$ cat src/rtl/register_file_dp_pkg.sv
// Shared constants for the system-controller register file: default geometry,
// export-register indices and the system-level reset image.
package reg_file_pkg;

    localparam int unsigned DEF_REG_WIDTH   = 8;
    localparam int unsigned DEF_ADDR_WIDTH  = 4;
    localparam int unsigned DEF_FILE_DEPTH  = 16;
    localparam int unsigned DEF_EXPORT_REGS = 4;

    localparam int unsigned REG_ALU_A    = 0;
    localparam int unsigned REG_ALU_B    = 1;
    localparam int unsigned REG_UART_CFG = 2;
    localparam int unsigned REG_DIV_CFG  = 3;

    // UART config 0x81 (reg 2) and divider config 0x20 (reg 3); all else zero.
    localparam logic [DEF_FILE_DEPTH*DEF_REG_WIDTH-1:0] SYS_INIT_VALUES =
        {96'h0, 8'h20, 8'h81, 8'h00, 8'h00};

    typedef enum logic [0:0] {
        PORT_A = 1'b0,
        PORT_B = 1'b1
    } rd_port_e;

endpackage

$ cat src/rtl/register_file_dp_if.sv
// Command-side bus of the register file: one write port, two read ports,
// error pulses and the exported low registers.
interface register_file_dp_if
    import reg_file_pkg::*;
#(
    parameter int unsigned REG_WIDTH   = DEF_REG_WIDTH,
    parameter int unsigned ADDR_WIDTH  = DEF_ADDR_WIDTH,
    parameter int unsigned EXPORT_REGS = DEF_EXPORT_REGS
);

    logic                              i_WrEn;
    logic [ADDR_WIDTH-1:0]             i_WrAddr;
    logic [REG_WIDTH-1:0]              i_WrData;
    logic                              i_RdEn_A;
    logic [ADDR_WIDTH-1:0]             i_RdAddr_A;
    logic [REG_WIDTH-1:0]              o_RdData_A;
    logic                              o_RdData_Valid_A;
    logic                              i_RdEn_B;
    logic [ADDR_WIDTH-1:0]             i_RdAddr_B;
    logic [REG_WIDTH-1:0]              o_RdData_B;
    logic                              o_RdData_Valid_B;
    logic                              o_WrErr;
    logic [1:0]                        o_RdErr;
    logic [EXPORT_REGS*REG_WIDTH-1:0]  o_REGS;

    modport master (
        output i_WrEn, i_WrAddr, i_WrData,
        output i_RdEn_A, i_RdAddr_A, i_RdEn_B, i_RdAddr_B,
        input  o_RdData_A, o_RdData_Valid_A, o_RdData_B, o_RdData_Valid_B,
        input  o_WrErr, o_RdErr, o_REGS
    );

    modport slave (
        input  i_WrEn, i_WrAddr, i_WrData,
        input  i_RdEn_A, i_RdAddr_A, i_RdEn_B, i_RdAddr_B,
        output o_RdData_A, o_RdData_Valid_A, o_RdData_B, o_RdData_Valid_B,
        output o_WrErr, o_RdErr, o_REGS
    );

endinterface

$ cat src/rtl/register_file_dp_rd_port.sv
// One registered read port: address decode over the flat register bus,
// optional same-cycle write forwarding, and data/valid/error flops.
module register_file_rd_port
    import reg_file_pkg::*;
#(
    parameter int unsigned REG_WIDTH  = DEF_REG_WIDTH,
    parameter int unsigned ADDR_WIDTH = DEF_ADDR_WIDTH,
    parameter int unsigned FILE_DEPTH = DEF_FILE_DEPTH,
    parameter bit          RD_BYPASS  = 1'b0
) (
    input  logic                           clk,
    input  logic                           rst,
    input  logic                           rd_en,
    input  logic [ADDR_WIDTH-1:0]          rd_addr,
    input  logic [FILE_DEPTH*REG_WIDTH-1:0] regs,
    input  logic                           byp_en,
    input  logic [ADDR_WIDTH-1:0]          byp_addr,
    input  logic [REG_WIDTH-1:0]           byp_data,
    output logic [REG_WIDTH-1:0]           rd_data,
    output logic                           rd_valid,
    output logic                           rd_err
);

    logic                 in_range;
    logic [REG_WIDTH-1:0] sel;

    // An unmatched (out-of-range) address leaves sel at zero; byp_en only
    // ever flags accepted, hence in-range, writes.
    always_comb begin
        in_range = ({1'b0, rd_addr} < (ADDR_WIDTH+1)'(FILE_DEPTH));
        sel      = '0;
        for (int unsigned i = 0; i < FILE_DEPTH; i++) begin
            if (rd_addr == ADDR_WIDTH'(i)) begin
                sel = regs[i*REG_WIDTH +: REG_WIDTH];
            end
        end
        if (RD_BYPASS && byp_en && (byp_addr == rd_addr)) begin
            sel = byp_data;
        end
    end

    always_ff @(posedge clk) begin
        if (rst) begin
            rd_data  <= '0;
            rd_valid <= 1'b0;
            rd_err   <= 1'b0;
        end else begin
            rd_valid <= rd_en;
            rd_err   <= rd_en && !in_range;
            if (rd_en) begin
                rd_data <= sel;
            end
        end
    end

endmodule

$ cat src/rtl/register_file_dp.sv
// Dual-read, single-write register file with per-register write protection,
// per-register reset values and a flat export of the low registers.
module register_file_dp
    import reg_file_pkg::*;
#(
    parameter int unsigned REG_WIDTH   = DEF_REG_WIDTH,
    parameter int unsigned ADDR_WIDTH  = DEF_ADDR_WIDTH,
    parameter int unsigned FILE_DEPTH  = DEF_FILE_DEPTH,
    parameter int unsigned EXPORT_REGS = DEF_EXPORT_REGS,
    parameter logic [FILE_DEPTH-1:0]           RO_MASK     = '0,
    parameter logic [FILE_DEPTH*REG_WIDTH-1:0] INIT_VALUES = '0,
    parameter bit          RD_BYPASS   = 1'b0
) (
    input logic               i_CLK,
    input logic               i_RST,
    register_file_dp_if.slave bus
);

    if (FILE_DEPTH < 2 || FILE_DEPTH > (1 << ADDR_WIDTH)) begin : g_bad_depth
        $fatal(1, "register_file_dp: FILE_DEPTH out of range 2..2**ADDR_WIDTH");
    end
    if (EXPORT_REGS < 1 || EXPORT_REGS > FILE_DEPTH) begin : g_bad_export
        $fatal(1, "register_file_dp: EXPORT_REGS out of range 1..FILE_DEPTH");
    end

    logic [FILE_DEPTH*REG_WIDTH-1:0] regs_q;
    logic [FILE_DEPTH-1:0]           wr_hit;
    logic                            wr_accept;
    logic                            wr_reject;
    logic                            wr_err_q;

    // Decoding per register folds the range check and the read-only mask
    // into one hit vector; no hit means the write is rejected.
    always_comb begin
        wr_hit = '0;
        for (int unsigned i = 0; i < FILE_DEPTH; i++) begin
            wr_hit[i] = bus.i_WrEn && (bus.i_WrAddr == ADDR_WIDTH'(i)) && !RO_MASK[i];
        end
        wr_accept = |wr_hit;
        wr_reject = bus.i_WrEn && !wr_accept;
    end

    always_ff @(posedge i_CLK) begin
        if (i_RST) begin
            regs_q   <= INIT_VALUES;
            wr_err_q <= 1'b0;
        end else begin
            for (int unsigned i = 0; i < FILE_DEPTH; i++) begin
                if (wr_hit[i]) begin
                    regs_q[i*REG_WIDTH +: REG_WIDTH] <= bus.i_WrData;
                end
            end
            wr_err_q <= wr_reject;
        end
    end

    assign bus.o_WrErr = wr_err_q;
    assign bus.o_REGS  = regs_q[EXPORT_REGS*REG_WIDTH-1:0];

    register_file_rd_port #(
        .REG_WIDTH  (REG_WIDTH),
        .ADDR_WIDTH (ADDR_WIDTH),
        .FILE_DEPTH (FILE_DEPTH),
        .RD_BYPASS  (RD_BYPASS)
    ) u_rd_a (
        .clk      (i_CLK),
        .rst      (i_RST),
        .rd_en    (bus.i_RdEn_A),
        .rd_addr  (bus.i_RdAddr_A),
        .regs     (regs_q),
        .byp_en   (wr_accept),
        .byp_addr (bus.i_WrAddr),
        .byp_data (bus.i_WrData),
        .rd_data  (bus.o_RdData_A),
        .rd_valid (bus.o_RdData_Valid_A),
        .rd_err   (bus.o_RdErr[PORT_A])
    );

    register_file_rd_port #(
        .REG_WIDTH  (REG_WIDTH),
        .ADDR_WIDTH (ADDR_WIDTH),
        .FILE_DEPTH (FILE_DEPTH),
        .RD_BYPASS  (RD_BYPASS)
    ) u_rd_b (
        .clk      (i_CLK),
        .rst      (i_RST),
        .rd_en    (bus.i_RdEn_B),
        .rd_addr  (bus.i_RdAddr_B),
        .regs     (regs_q),
        .byp_en   (wr_accept),
        .byp_addr (bus.i_WrAddr),
        .byp_data (bus.i_WrData),
        .rd_data  (bus.o_RdData_B),
        .rd_valid (bus.o_RdData_Valid_B),
        .rd_err   (bus.o_RdErr[PORT_B])
    );

endmodule

$ cat src/flat_wrapper.sv
// flat-port wrapper written by rule: the top's interface ports become plain ports
module register_file_dp_flat import reg_file_pkg::*;
#(
    parameter int unsigned REG_WIDTH   = DEF_REG_WIDTH,
    parameter int unsigned ADDR_WIDTH  = DEF_ADDR_WIDTH,
    parameter int unsigned FILE_DEPTH  = DEF_FILE_DEPTH,
    parameter int unsigned EXPORT_REGS = DEF_EXPORT_REGS,
    parameter logic [FILE_DEPTH-1:0]           RO_MASK     = '0,
    parameter logic [FILE_DEPTH*REG_WIDTH-1:0] INIT_VALUES = '0,
    parameter bit          RD_BYPASS   = 1'b0
)
  (i_CLK, i_RST, bus_i_WrEn, bus_i_WrAddr, bus_i_WrData, bus_i_RdEn_A, bus_i_RdAddr_A, bus_i_RdEn_B, bus_i_RdAddr_B, bus_o_RdData_A, bus_o_RdData_Valid_A, bus_o_RdData_B, bus_o_RdData_Valid_B, bus_o_WrErr, bus_o_RdErr, bus_o_REGS);
  register_file_dp_if #(.REG_WIDTH(REG_WIDTH), .ADDR_WIDTH(ADDR_WIDTH), .EXPORT_REGS(EXPORT_REGS)) bus_i ();
  input logic i_CLK;
  input logic i_RST;
  input wire logic [$bits(bus_i.i_WrEn)-1:0] bus_i_WrEn;
  input wire logic [$bits(bus_i.i_WrAddr)-1:0] bus_i_WrAddr;
  input wire logic [$bits(bus_i.i_WrData)-1:0] bus_i_WrData;
  input wire logic [$bits(bus_i.i_RdEn_A)-1:0] bus_i_RdEn_A;
  input wire logic [$bits(bus_i.i_RdAddr_A)-1:0] bus_i_RdAddr_A;
  input wire logic [$bits(bus_i.i_RdEn_B)-1:0] bus_i_RdEn_B;
  input wire logic [$bits(bus_i.i_RdAddr_B)-1:0] bus_i_RdAddr_B;
  output wire logic [$bits(bus_i.o_RdData_A)-1:0] bus_o_RdData_A;
  output wire logic [$bits(bus_i.o_RdData_Valid_A)-1:0] bus_o_RdData_Valid_A;
  output wire logic [$bits(bus_i.o_RdData_B)-1:0] bus_o_RdData_B;
  output wire logic [$bits(bus_i.o_RdData_Valid_B)-1:0] bus_o_RdData_Valid_B;
  output wire logic [$bits(bus_i.o_WrErr)-1:0] bus_o_WrErr;
  output wire logic [$bits(bus_i.o_RdErr)-1:0] bus_o_RdErr;
  output wire logic [$bits(bus_i.o_REGS)-1:0] bus_o_REGS;
  assign bus_i.i_WrEn = bus_i_WrEn;
  assign bus_i.i_WrAddr = bus_i_WrAddr;
  assign bus_i.i_WrData = bus_i_WrData;
  assign bus_i.i_RdEn_A = bus_i_RdEn_A;
  assign bus_i.i_RdAddr_A = bus_i_RdAddr_A;
  assign bus_i.i_RdEn_B = bus_i_RdEn_B;
  assign bus_i.i_RdAddr_B = bus_i_RdAddr_B;
  assign bus_o_RdData_A = bus_i.o_RdData_A;
  assign bus_o_RdData_Valid_A = bus_i.o_RdData_Valid_A;
  assign bus_o_RdData_B = bus_i.o_RdData_B;
  assign bus_o_RdData_Valid_B = bus_i.o_RdData_Valid_B;
  assign bus_o_WrErr = bus_i.o_WrErr;
  assign bus_o_RdErr = bus_i.o_RdErr;
  assign bus_o_REGS = bus_i.o_REGS;
  register_file_dp #(.REG_WIDTH(REG_WIDTH), .ADDR_WIDTH(ADDR_WIDTH), .FILE_DEPTH(FILE_DEPTH), .EXPORT_REGS(EXPORT_REGS), .RO_MASK(RO_MASK), .INIT_VALUES(INIT_VALUES), .RD_BYPASS(RD_BYPASS)) u_core (.i_CLK(i_CLK), .i_RST(i_RST), .bus(bus_i));
endmodule
$ cat config.mk
export PLATFORM = sky130hd
export DESIGN_NAME = register_file_dp_flat
export DESIGN_NICKNAME = d
export VERILOG_FILES = /design/src/rtl/register_file_dp_pkg.sv /design/src/rtl/register_file_dp_if.sv /design/src/rtl/register_file_dp_rd_port.sv /design/src/rtl/register_file_dp.sv /design/src/flat_wrapper.sv
export SDC_FILE = /design/constraint.sdc
export NUM_CORES = 1
export LEC_CHECK = 0
export CAP_MARGIN = 30
export CORE_MARGIN = 2
export CORE_UTILIZATION = 45
export CTS_BUF_LIST = sky130_fd_sc_hd__clkbuf_4
export CTS_CLUSTER_SIZE = 30
export DETAILED_ROUTE_END_ITERATION = 10
export GPL_TIMING_DRIVEN = 1
export PLACE_DENSITY_LB_ADDON = 0.08
export SYNTH_ARGS = -nofsm -noshare
export SYNTH_HDL_FRONTEND = slang
export SYNTH_SLANG_ARGS = --single-unit
$ cat constraint.sdc
create_clock -name i_CLK -period 2.8 [get_ports i_CLK]
set_input_delay 0.42 -clock i_CLK [delete_from_list [all_inputs] [get_ports i_CLK]]
set_output_delay 0.42 -clock i_CLK [all_outputs]
set_load 0.01 [all_outputs]
==> results.toml <==
[run_status]
status = "completed"

[route]
drtIter0Drc = 1064
routed_wl_um = 29100
drt_pass1_iterations = 5
detail_route.wl_per_cell_um = 23.6
vias_per_cell = 6.16
ant_nets = 0
drcViolationCount = 0
vias = 7595

[cts]
cts_resized = 0
h-tree-depth = 4
cts_tree = "done"
clkTransAtPathRegs_ns = 0.14
hold_buffers = 0
cts_max_path_buffers = 2
root_buffer = "clkbuf_4"
clk-insertion-delay-late_ns = 0.56
postCtsSetupRepairBufs = 0
cts_sinks = 147
numCtsBuffers = 17

[floorplan]
rows = 50
die-area_um2 = 19900
floorplan.initialDensity_pct = 45.5
die-height_um = 141
core_um2 = 18600
io-pin-count = 78
die_w_um = 141

[grt]
grt_max_degree = 66
grt_pass1_wl_um = 43500
grt_overflow = 0
antenna_found_initial = 1
track_usage_pct = 29.0
grt_pass1_vias = 6938

[pwr]
p_clk_share_pct = 31.2
p_sw_w = 0.00127
power_w = 0.00408
p_sw_share_pct = 31.1
leakagePower_nw = 3.59
power_frac_seq_pct = 53.1
peakVddDrop_v = 0.000235
combPwrFrac_pct = 15.7
power_density_nw_per_um2 = 434
p_int_w = 0.00282

[timing]
fin_skew_ns = 0.0145
finalCritPeriodShare_pct = 75.2
whs_ns = 0.238
timing.fmax_ghz = 0.475
hold_viol = 0
finalSetupViolations = 0
rsz0062_at_grt = "false"
finalCriticalPeriod_ns = 2.10
tns_ns = 0
worst_slew_pin_slew_ns = 0.828
slew_violations = 0
maxSlewHeadroom_pct = 44.6

[synthesis]
synthArstFlopShare_pct = 0
synthTopCellsByCount = "mux2i_1 (161), nor2_1 (158), dfxtp_1 (147)"
synthDistinctLibCells = 74
avgSynthCellArea_um2 = 8.90
yosysWarnings = 0
synth_top_cells_by_area = "dfxtp_1 (35%), mux2i_1 (19%), nor2_1 (7.0%)"
yosysTopAreaCell = "dfxtp_1"
syn_inst = 949
netlist_area_um2 = 8450
synth_flop_cell = "dfxtp_1"
yosysMostFrequentCell = "mux2i_1"
synth_seq_area_share_pct = 34.8
synth-seq-cells = 147
synth_edf_count = 0
yosysTopAreaCellShare_pct = 34.8

[worst_setup_path]
worstPathArrival_ns = 1.68
crit_slowest_cell = "clkdlybuf4s50_1"
crit_fanout = 4
end_kind = "output pin"
crit_type = "flop to output pin"
critPathRequiredTime_ns = 2.38
crit_chain = "clkdlybuf4s50_1"
max_stage_delay_ns = 0.60
critical_path.startpoint_type = "flop"
cpLargestDelayFamily = "buffers and inverters"
critPathBufInv = 1

[job]
cap_violations = 0

[worst_hold_path]
hp-class = "primary input to flop"

[final_layout]
drive_above_1_share_pct = 12.5
layout.nets = 1009
syn_to_final_growth_pct = 11.4

[placement]
place_congestion = 1.01
portBuffers = 75
dp_hpwl_um = 21300
-- layout by cell type (no fill, tap or decap), types with 6 or more instances in the layout --
cell	count
clkbuf_4	18
clkinvlp_4	6
mux2_2	14
a221oi_1	6
nor2_1	158
nand2_1	39
o32ai_1	9
mux4_2	11
mux2i_1	161
inv_1	10
clkdlybuf4s50_1	70
buf_4	47
nand2b_1	20
nor2_2	9
nor3_1	11
nand3_1	13
o21ai_0	35
a21oi_1	37
dfxtp_1	147
o22ai_1	13
o211ai_1	14
nor2b_1	16
a211oi_1	9
a31oi_1	11
-- area by class of cell --
cell class / count / area [µm²]
antenna: 1 / 2.50
clock buffer: 18 / 135
clock inverter: 14 / 114
fill: 1807 / 9160
inverter: 12 / 45.0
multi-input combinational: 684 / 4790
sequential: 147 / 2940
tap: 234 / 293
timing repair buffer: 122 / 1090
-- logic make-up (layout without fill, tap and decap cells) --
logic type             Yosys count  after routing  synth area share (%)
flip-flops                     147            147                  34.8
AND/OR/NAND/NOR                296            296                  15.9
buffers and inverters          120            166                  8.56
multiplexers                   187            187                  24.0
AO/OA/AOI/OAI                  198            198                  16.6
other                            1              4                0.0444
-- final timing paths --
kind / startpoint / end / slack (ns) / cells after the start
setup reg to reg: u_core.regs_q[21]$_SDFFE_PP0P_ / u_core.u_rd_b.rd_data[5]$_SDFFE_PP0P_ / 1.28 / 4
setup / recovery: u_core.regs_q[4]$_SDFFE_PP0P_ / bus_o_REGS[4] / 0.70 / 1
hold / removal: i_RST / u_core.regs_q[81]$_SDFFE_PP0P_ / 0.24 / 2
hold reg to reg: u_core.u_rd_b.rd_data[6]$_SDFFE_PP0P_ / u_core.u_rd_b.rd_data[6]$_SDFFE_PP0P_ / 0.49 / 2
-- stage by stage --
| step | setup slack, ns | util [%] | std cells | instance area (µm²) |
|---|---|---|---|---|
| 6_report | 0.696 | 50.7 | 1232 | 9420 |
| 2_1_floorplan | 1.11 | - | 951 | 8460 |
| 3_3_place_gp | 0.222 | 49.3 | 1199 | 9170 |
| 4_1_cts | 0.713 | 50.7 | 1231 | 9420 |
| 5_1_grt | 0.681 | 50.7 | 1232 | 9420 |
| 3_5_place_dp | 0.167 | 49.3 | 1199 | 9170 |
-- state kept, by name (all words and copies together) (netlist names) --
name / count
u_core.regs_q: 128
u_core.u_rd_a.rd_data: 8
u_core.bus.o_WrErr: 1
u_core.u_rd_b.rd_data: 8
u_core.u_rd_a.rd_valid: 1
u_core.u_rd_b.rd_valid: 1
-- layer usage --
| layer | vias to the layer above | part of all wire, % | GRT usage (%) |
|---|---|---|---|
| met2 | 354 | 47 | 47.3 |
| met1 | 3700 | 43 | 39.1 |
| met4 | 0 | 3.1 | 9.00 |
| met5 | - | 0 | 0 |
| met3 | 59 | 6.9 | 5.20 |
| li1 | 3482 | - | - |
-- power groups by stage --
stage	registers (W)	clock network, W	logic, W
floorplan	0.00220	0	0.000407
global placement	0.00221	0	0.000627
detailed placement	0.00221	0	0.000626
CTS	0.00217	0.00130	0.000628
global route	0.00217	0.00138	0.000681
finish	0.00217	0.00127	0.000641
No activity file was read; power rests on OpenSTA's default activity.
